`config.mk`:
```
export PLATFORM = sky130hd
export DESIGN_NAME = rst_sequencer
export DESIGN_NICKNAME = d
export VERILOG_FILES = /design/src/rtl/rst_sequencer.sv
export SDC_FILE = /design/constraint.sdc
export NUM_CORES = 1
export LEC_CHECK = 0
export CAP_MARGIN = 10
export CORE_UTILIZATION = 46
export CTS_BUF_LIST = sky130_fd_sc_hd__clkbuf_8
export DETAILED_ROUTE_END_ITERATION = 12
export HOLD_SLACK_MARGIN = 0.03
export PLACE_DENSITY_LB_ADDON = 0.25
export RECOVER_POWER = 25
export SYNTH_ARGS = -nofsm -noshare
export SYNTH_HDL_FRONTEND = slang
export SYNTH_SLANG_ARGS = --single-unit
```
`constraint.sdc`:
```
create_clock -name clk -period 3.4 [get_ports clk]
set_input_delay 0.68 -clock clk [delete_from_list [all_inputs] [get_ports clk]]
set_output_delay 0.68 -clock clk [all_outputs]
set_load 0.1 [all_outputs]
```
`src/rtl/rst_sequencer.sv`:
```
// Power-on / software reset sequencer: waits for a stable PLL lock, releases the
// peripheral reset, then the core reset after a stagger; any lock loss restarts it.
module rst_sequencer #(
  parameter int unsigned LOCK_STABLE_CYCLES = 1024,
  parameter int unsigned STAGGER_CYCLES     = 16,
  parameter int unsigned SW_HOLD_CYCLES     = 64
) (
  input  logic       clk,
  input  logic       rst,
  input  logic       pll_lock,
  input  logic       sw_rst_req,
  output logic       periph_rst,
  output logic       core_rst,
  output logic       ready,
  output logic [2:0] state,
  output logic [7:0] lock_loss_cnt
);

  localparam int unsigned CNT_W = 16;
  localparam int unsigned ST_W  = 3;
  localparam int unsigned LLC_W = 8;

  localparam logic [ST_W-1:0] S_HOLD    = 3'd0;
  localparam logic [ST_W-1:0] S_STABLE  = 3'd1;
  localparam logic [ST_W-1:0] S_STAGGER = 3'd2;
  localparam logic [ST_W-1:0] S_RUN     = 3'd3;
  localparam logic [ST_W-1:0] S_SWRST   = 3'd4;

  localparam logic [CNT_W-1:0] LOCK_LAST    = CNT_W'(LOCK_STABLE_CYCLES - 1);
  localparam logic [CNT_W-1:0] STAGGER_LAST = CNT_W'(STAGGER_CYCLES - 1);
  localparam logic [CNT_W-1:0] SW_LAST      = CNT_W'(SW_HOLD_CYCLES - 1);
  localparam logic [LLC_W-1:0] LLC_MAX      = '1;

  logic             lock_meta;
  logic             lock_s;
  logic [CNT_W-1:0] cnt;
  logic [CNT_W-1:0] cnt_nxt;
  logic [ST_W-1:0]  state_nxt;
  logic             periph_rst_d;
  logic             core_rst_d;
  logic             count_loss;

  // Two-flop synchroniser; lock_s is the only view of pll_lock used below.
  always_ff @(posedge clk or posedge rst) begin
    if (rst) begin
      lock_meta <= 1'b0;
      lock_s    <= 1'b0;
    end else begin
      lock_meta <= pll_lock;
      lock_s    <= lock_meta;
    end
  end

  // State register; reset outputs are loaded from the next-state decode.
  always_ff @(posedge clk or posedge rst) begin
    if (rst) begin
      state         <= S_HOLD;
      cnt           <= '0;
      periph_rst    <= 1'b1;
      core_rst      <= 1'b1;
      ready         <= 1'b0;
      lock_loss_cnt <= '0;
    end else begin
      state      <= state_nxt;
      cnt        <= cnt_nxt;
      periph_rst <= periph_rst_d;
      core_rst   <= core_rst_d;
      ready      <= ~core_rst_d;
      if (count_loss && (lock_loss_cnt != LLC_MAX)) begin
        lock_loss_cnt <= lock_loss_cnt + LLC_W'(1);
      end
    end
  end

  // Next-state: lock loss outranks everything, sw_rst_req only matters in RUN.
  always_comb begin
    state_nxt = state;
    cnt_nxt   = cnt;
    case (state)
      S_HOLD: begin
        if (lock_s) state_nxt = S_STABLE;
      end
      S_STABLE: begin
        if (!lock_s)               state_nxt = S_HOLD;
        else if (cnt == LOCK_LAST) state_nxt = S_STAGGER;
        else                       cnt_nxt   = cnt + CNT_W'(1);
      end
      S_STAGGER: begin
        if (!lock_s)                  state_nxt = S_HOLD;
        else if (cnt == STAGGER_LAST) state_nxt = S_RUN;
        else                          cnt_nxt   = cnt + CNT_W'(1);
      end
      S_RUN: begin
        if (!lock_s)         state_nxt = S_HOLD;
        else if (sw_rst_req) state_nxt = S_SWRST;
      end
      S_SWRST: begin
        if (!lock_s)             state_nxt = S_HOLD;
        else if (cnt == SW_LAST) state_nxt = S_STAGGER;
        else                     cnt_nxt   = cnt + CNT_W'(1);
      end
      default: state_nxt = S_HOLD;
    endcase
    if (state_nxt != state) cnt_nxt = '0;
  end

  // Output decode of the upcoming state, plus lock-loss event detection.
  always_comb begin
    periph_rst_d = 1'b1;
    core_rst_d   = 1'b1;
    case (state_nxt)
      S_STAGGER: periph_rst_d = 1'b0;
      S_RUN: begin
        periph_rst_d = 1'b0;
        core_rst_d   = 1'b0;
      end
      default: ;
    endcase
    count_loss = (state_nxt == S_HOLD) &&
                 ((state == S_STAGGER) || (state == S_RUN) || (state == S_SWRST));
  end

endmodule
```
# Word-level counts from Yosys, hierarchy flattened
# Cells that the tools add are included.
[totals] romBits=0 ram_bits=0 latchBits=0 mem_count=0 elab_cells=56 inputBits=4 regBits=32 out_inout_bits=14
[classes] bitwise=0 reduce_logical=9 div_mod_pow=0 shifts=0 n_addsub=2 n_mux=20 magnitude_cmp=0 eq_ne=17 mul=0
[op_table] cell="16-bit two-way mux" count=7
[op_table] cell="16-bit case mux with 3 select lines" count=1
[op_table] cell="3-bit two-way mux" count=9
[op_table] cell="3-bit inequality test (second input constant)" count=6
[op_table] cell="16-bit by 1-bit adder with 16-bit output (second input constant)" count=1
[op_table] cell="16-bit by 10-bit == test with 1-bit output (second input constant)" count=1
[op_table] cell="16-bit by 4-bit == test with 1-bit output (second input constant)" count=1
[op_table] cell="16-bit by 6-bit == test with 1-bit output (second input constant)" count=1
[op_table] cell="3-bit case mux with 5 select lines" count=1
[op_table] cell="3-bit by 2-bit == test with 1-bit output (second input constant)" count=4
[op_table] cell="8-bit by 1-bit adder with 8-bit output (second input constant)" count=1
[op_table] cell="8-bit inequality test (second input constant)" count=1
[op_table] cell="7-bit AND reduction" count=1
[op_table] cell="3-bit logical NOT" count=2
[op_table] cell="4-bit nonzero test" count=1
[op_table] cell="3-bit by 1-bit == test with 1-bit output (second input constant)" count=1
[op_table] cell="3-bit == test (second input constant)" count=1
[op_table] cell="3-bit inequality test" count=1
[op_table] cell="1-bit logical AND" count=2
[op_table] cell="1-bit logical OR" count=2
[op_table] cell="1-bit two-way mux" count=2
[op_table] cell="2-bit OR reduction" count=1

# Depth between registers and ports, before layout
[depth] ltp_word=7 depth_mapped=8 ltp_nobuf=7

# Worst setup path after synthesis
# No wires, ideal clock.
[synth_path] path_kind="register to register" start="register state[1]" end="register cnt[9]" path_buffers=1 stages_incl_launch_ff=8 setup_time_ns=0.079 t_arrival_ns=2.563 t_required_ns=3.321 path_slack_ns=0.758 synth_period_minus_slack_ns=2.642 cell_sequence="dfrtp_1 -> buf_4 -> xor2_1 -> o211ai_1 -> a41oi_2 -> nand2_2 -> or4_1 -> a21oi_1"
[synth_via] elab_chain_cells=6 elab_cells_between_ends=26 classes_between="eq/ne: 11; mux: 12; reduce/logical: 3"
[synth_rtl] item="start, declared" line="15" rtl="output logic [2:0] state,"
[synth_rtl] item="start signal, assigned" line="64" rtl="state <= state_nxt;"
[synth_rtl] item="3-bit two-way mux, on equally long branches (2 in series)"
[synth_rtl] item="3-bit case mux with 5 select lines" line="79" rtl="case (state)"
[synth_rtl] item="3-bit inequality test" line="104" rtl="if (state_nxt != state) cnt_nxt = '0;"
[synth_rtl] item="3-bit inequality test (no line) / 4-bit nonzero test (equally long branches)"
[synth_rtl] item="7-bit AND reduction (no line)"
[synth_rtl] item="end signal, assigned" line="65" rtl="cnt <= cnt_nxt;"
[synth_rtl] item="end, declared" line="36" rtl="logic [CNT_W-1:0] cnt;"
# Parallel ways exist; a longest one is shown, timed or not.
# A chain may end at the register's enable or synchronous reset.

# Worst setup path in the final report
[layout_path] start="register state[1]" end="register cnt[0]"
# The elaborated chain is that of the path after synthesis.

==> qor.yml <==
setup-tns-final_ps: 0
final_layout_size_suffix_gt1_share_pct: 23.1
grt_pass1_wl_mm: 5.64
start_util_pct: 49.7
via_per_inst: 5.58
layout.nets: 187
grt_max_degree: 33
post_synth_edffs: 0
synth_top_flop_cell: "dfrtp_1"
fillerInstances: 307
final_instance_area_sq_um: 1970
groute.layer.met1.usage_pct: 23.0
grt_usage_pct: 18.4
syn_area_sq_um: 1710
timing.slew.headroom_pct: -11.5
htree_levels: 2
totalWireLength_mm: 3.20
timing_worst_slew_pin_value_ps: 1670
synth_top_cell_by_area: "dfrtp_1"
power_density_over_the_cells_nw_per_um2: 369
syn-mean-instance-area_sq_um: 10.6
synth_seq_cells: 32
share_of_the_yosys_chip_area_belonging_to_registers_pct: 47.0
worstHoldPathType: "reg -> reg"
synth.area.top_cells: "dfrtp_1 44%, xor2_1 8.7%, nand3_1 3.8%, nor2_2 3.7%, nand4_1 3.3%"
violated_checks: "capacitance limit, slew limit"
final_max_slew_viol_count: 33
dieWidth_um: 63.0
core-area_sq_um: 3440
setup_violations: 0
async_reset_ff_share_pct: 100
route.vias.total: 1273
global_routing_met3_resource_utilization_pct: 6.02
worst_setup_path_end_kind: "flip-flop"
crit_slowest_cell: "o311ai_4"
syn_to_final_growth_pct: 15.1
gp_routability_congestion: 0.817
top_level_ports: 18
postRouteAntennaNets: 0
cts-hold-fix-buffers: 0
drtPass1Iterations: 5
die_height_um: 63.0
worstPathCellList: "nand2b_1 -> nor4_1 -> nand4_4 -> o311ai_4 -> nor2_1"
port-buffer-count: 17
synth.top_cell.area_share_pct: 43.9
grt_busiest_layer: "met2"
ir_drop_mv: 0.191
max_cap_viol_count: 1
syn-instance-count: 161
grt_remaining_overflow: 0
cts.repair.resized: 0
row_count: 21
fin_hold_ws_ps: 348
final_hold_viol_count: 0
critical_path_arrival_ps: 2670
cp-start-kind: "flip-flop"
clkSinkCount: 32
worst_skew_pair.late_latency_ps: 280
finalClockSkew_ps: 3.97
slowest_delay_ps: 740
met2_routing_resource_usage_after_global_routing_pct: 29.3
worst_setup_hold_path_clk_slew_ps: 60
post_synth_num_cell_types: 46
cts_tree: "done"
unrepaired_setup_endpoints_after_global_routing: "no"
grt_antenna_before_repair: 0
detailedRoute.firstIterationViolations: 98
crit_type: "reg -> reg"
dp.final_hpwl_mm: 2.21
postPlaceCellArea_sq_um: 1880
yosys_warnings: 0
wl_per_cell_um: 14.0
crit_fanout: 16
detail_route.drc_violations: 0
cts_root_buf: "clkbuf_8"
finalWorstPathRequiredPeriod_ps: 2540
dieArea_sq_um: 3970
run_status: "complete, but fails checks"
max_freq_mhz: 394
fin_crit_sh_pct: 74.7
antenna_cells_inserted: 0
syn-num-nets: 167
first_global_vias: 1249
clk_path_buf_depth: 2
post_cts.repair.setup_buffers: 0
static-leakage-power_nw: 0.894
cts-buffers-inserted: 5
critical_path_required_ps: 3530
-- per-stage QoR --
| step | power [mW] | worst slack [ps] | util [%] | instances |
|---|---|---|---|---|
| 2_1_floorplan | 0.431 | 758 | - | 161 |
| 3_3_place_gp | 0.440 | 944 | 54.7 | 220 |
| 3_5_place_dp | 0.442 | 816 | 54.7 | 220 |
| 4_1_cts | 0.740 | 809 | 57.3 | 228 |
| 5_1_grt | 0.756 | 564 | 57.2 | 228 |
| 6_report | 0.726 | 861 | 57.2 | 228 |
-- power by group --
group | internal [mW] | switching [mW] | leakage, nW | total [mW]
Combinational | 0.0128 | 0.0292 | 0.408 | 0.0420
Clock | 0.159 | 0.134 | 0.0538 | 0.293
Sequential | 0.385 | 0.00676 | 0.433 | 0.392
Total | 0.556 | 0.170 | 0.894 | 0.726
-- sequential cells by signal, summed over array words and instances, names as in the netlist --
register / flops
core_rst: 1
state: 3
lock_loss_cnt: 8
cnt: 16
lock_meta: 1
periph_rst: 1
lock_s: 1
ready: 1
-- cells by family (layout without fill, tap and decap cells) --
kind of cell / count (synthesis) / in the layout / share of synthesized area, %
AND/OR/NAND/NOR: 81 / 81 / 29.1
AO/OA/AOI/OAI: 13 / 13 / 6.95
adder cells (fa/ha/maj): 2 / 2 / 1.46
XOR/XNOR: 23 / 23 / 11.8
buffers and inverters: 8 / 29 / 2.49
flip-flops: 32 / 32 / 47.0
multiplexers: 2 / 2 / 1.24
-- layout make-up --
type,count,area (sq um),share of cell area (%)
clock buffers,6,82.6,4.20
clock inverters,2,7.51,0.381
inverters,3,11.3,0.572
multi-input cells,121,865,43.9
flip-flops and latches,32,803,40.8
well taps,46,57.6,2.92
repair buffers,18,141,7.18
-- worst max-delay path: cells and delay by family (launching register included) --
kind | cells | cell delay (ps)
simple gates | 4 | 1070
compound gates | 1 | 740
flops | 1 | 560
-- cell usage in the layout (no fill, tap or decap), drive strengths merged, types with 3 or more instances in the layout --
| master | n |
|---|---|
| clkbuf | 7 |
| dfrtp | 30 |
| buf | 13 |
| nand2b | 3 |
| nor2 | 25 |
| nand4 | 10 |
| and3 | 6 |
| and4 | 3 |
| nand3 | 13 |
| xnor2 | 6 |
| inv | 5 |
| nand2 | 8 |
| xor2 | 17 |
-- cell usage after synthesis (2+ instances only) --
master and instances:
nor2_2 10, nor3b_1 2, nor2b_1 2, clkbuf_1 2, nor2_1 15, xor2_1 17, nand2b_1 3, xnor2_1 6
dfrtp_1 30, inv_1 2, dfstp_2 2, and3_1 6, nand3_1 13, a21oi_1 2, nand4_1 9, and4_1 3
nand2_1 7, ha_1 2
-- path summary, 6_finish.rpt --
path                       endpoint  cells after the start       from  slack, ps
hold / removal               lock_s                      0  lock_meta        350
setup / recovery             cnt[0]                      5   state[1]        860
max in group asynchronous     ready                      3        rst       1020
setup reg to reg             cnt[0]                      5   state[1]        860
min in group asynchronous    cnt[6]                      3        rst       1420
hold reg to reg              lock_s                      0  lock_meta        350
-- routing by layer --
layer	vias up	share of wire (%)
met3	6	3.2
li1	611	-
met1	639	46
met5	-	0
met4	0	1.9
met2	17	49
Note: power is estimated with default switching activity, not from simulation.
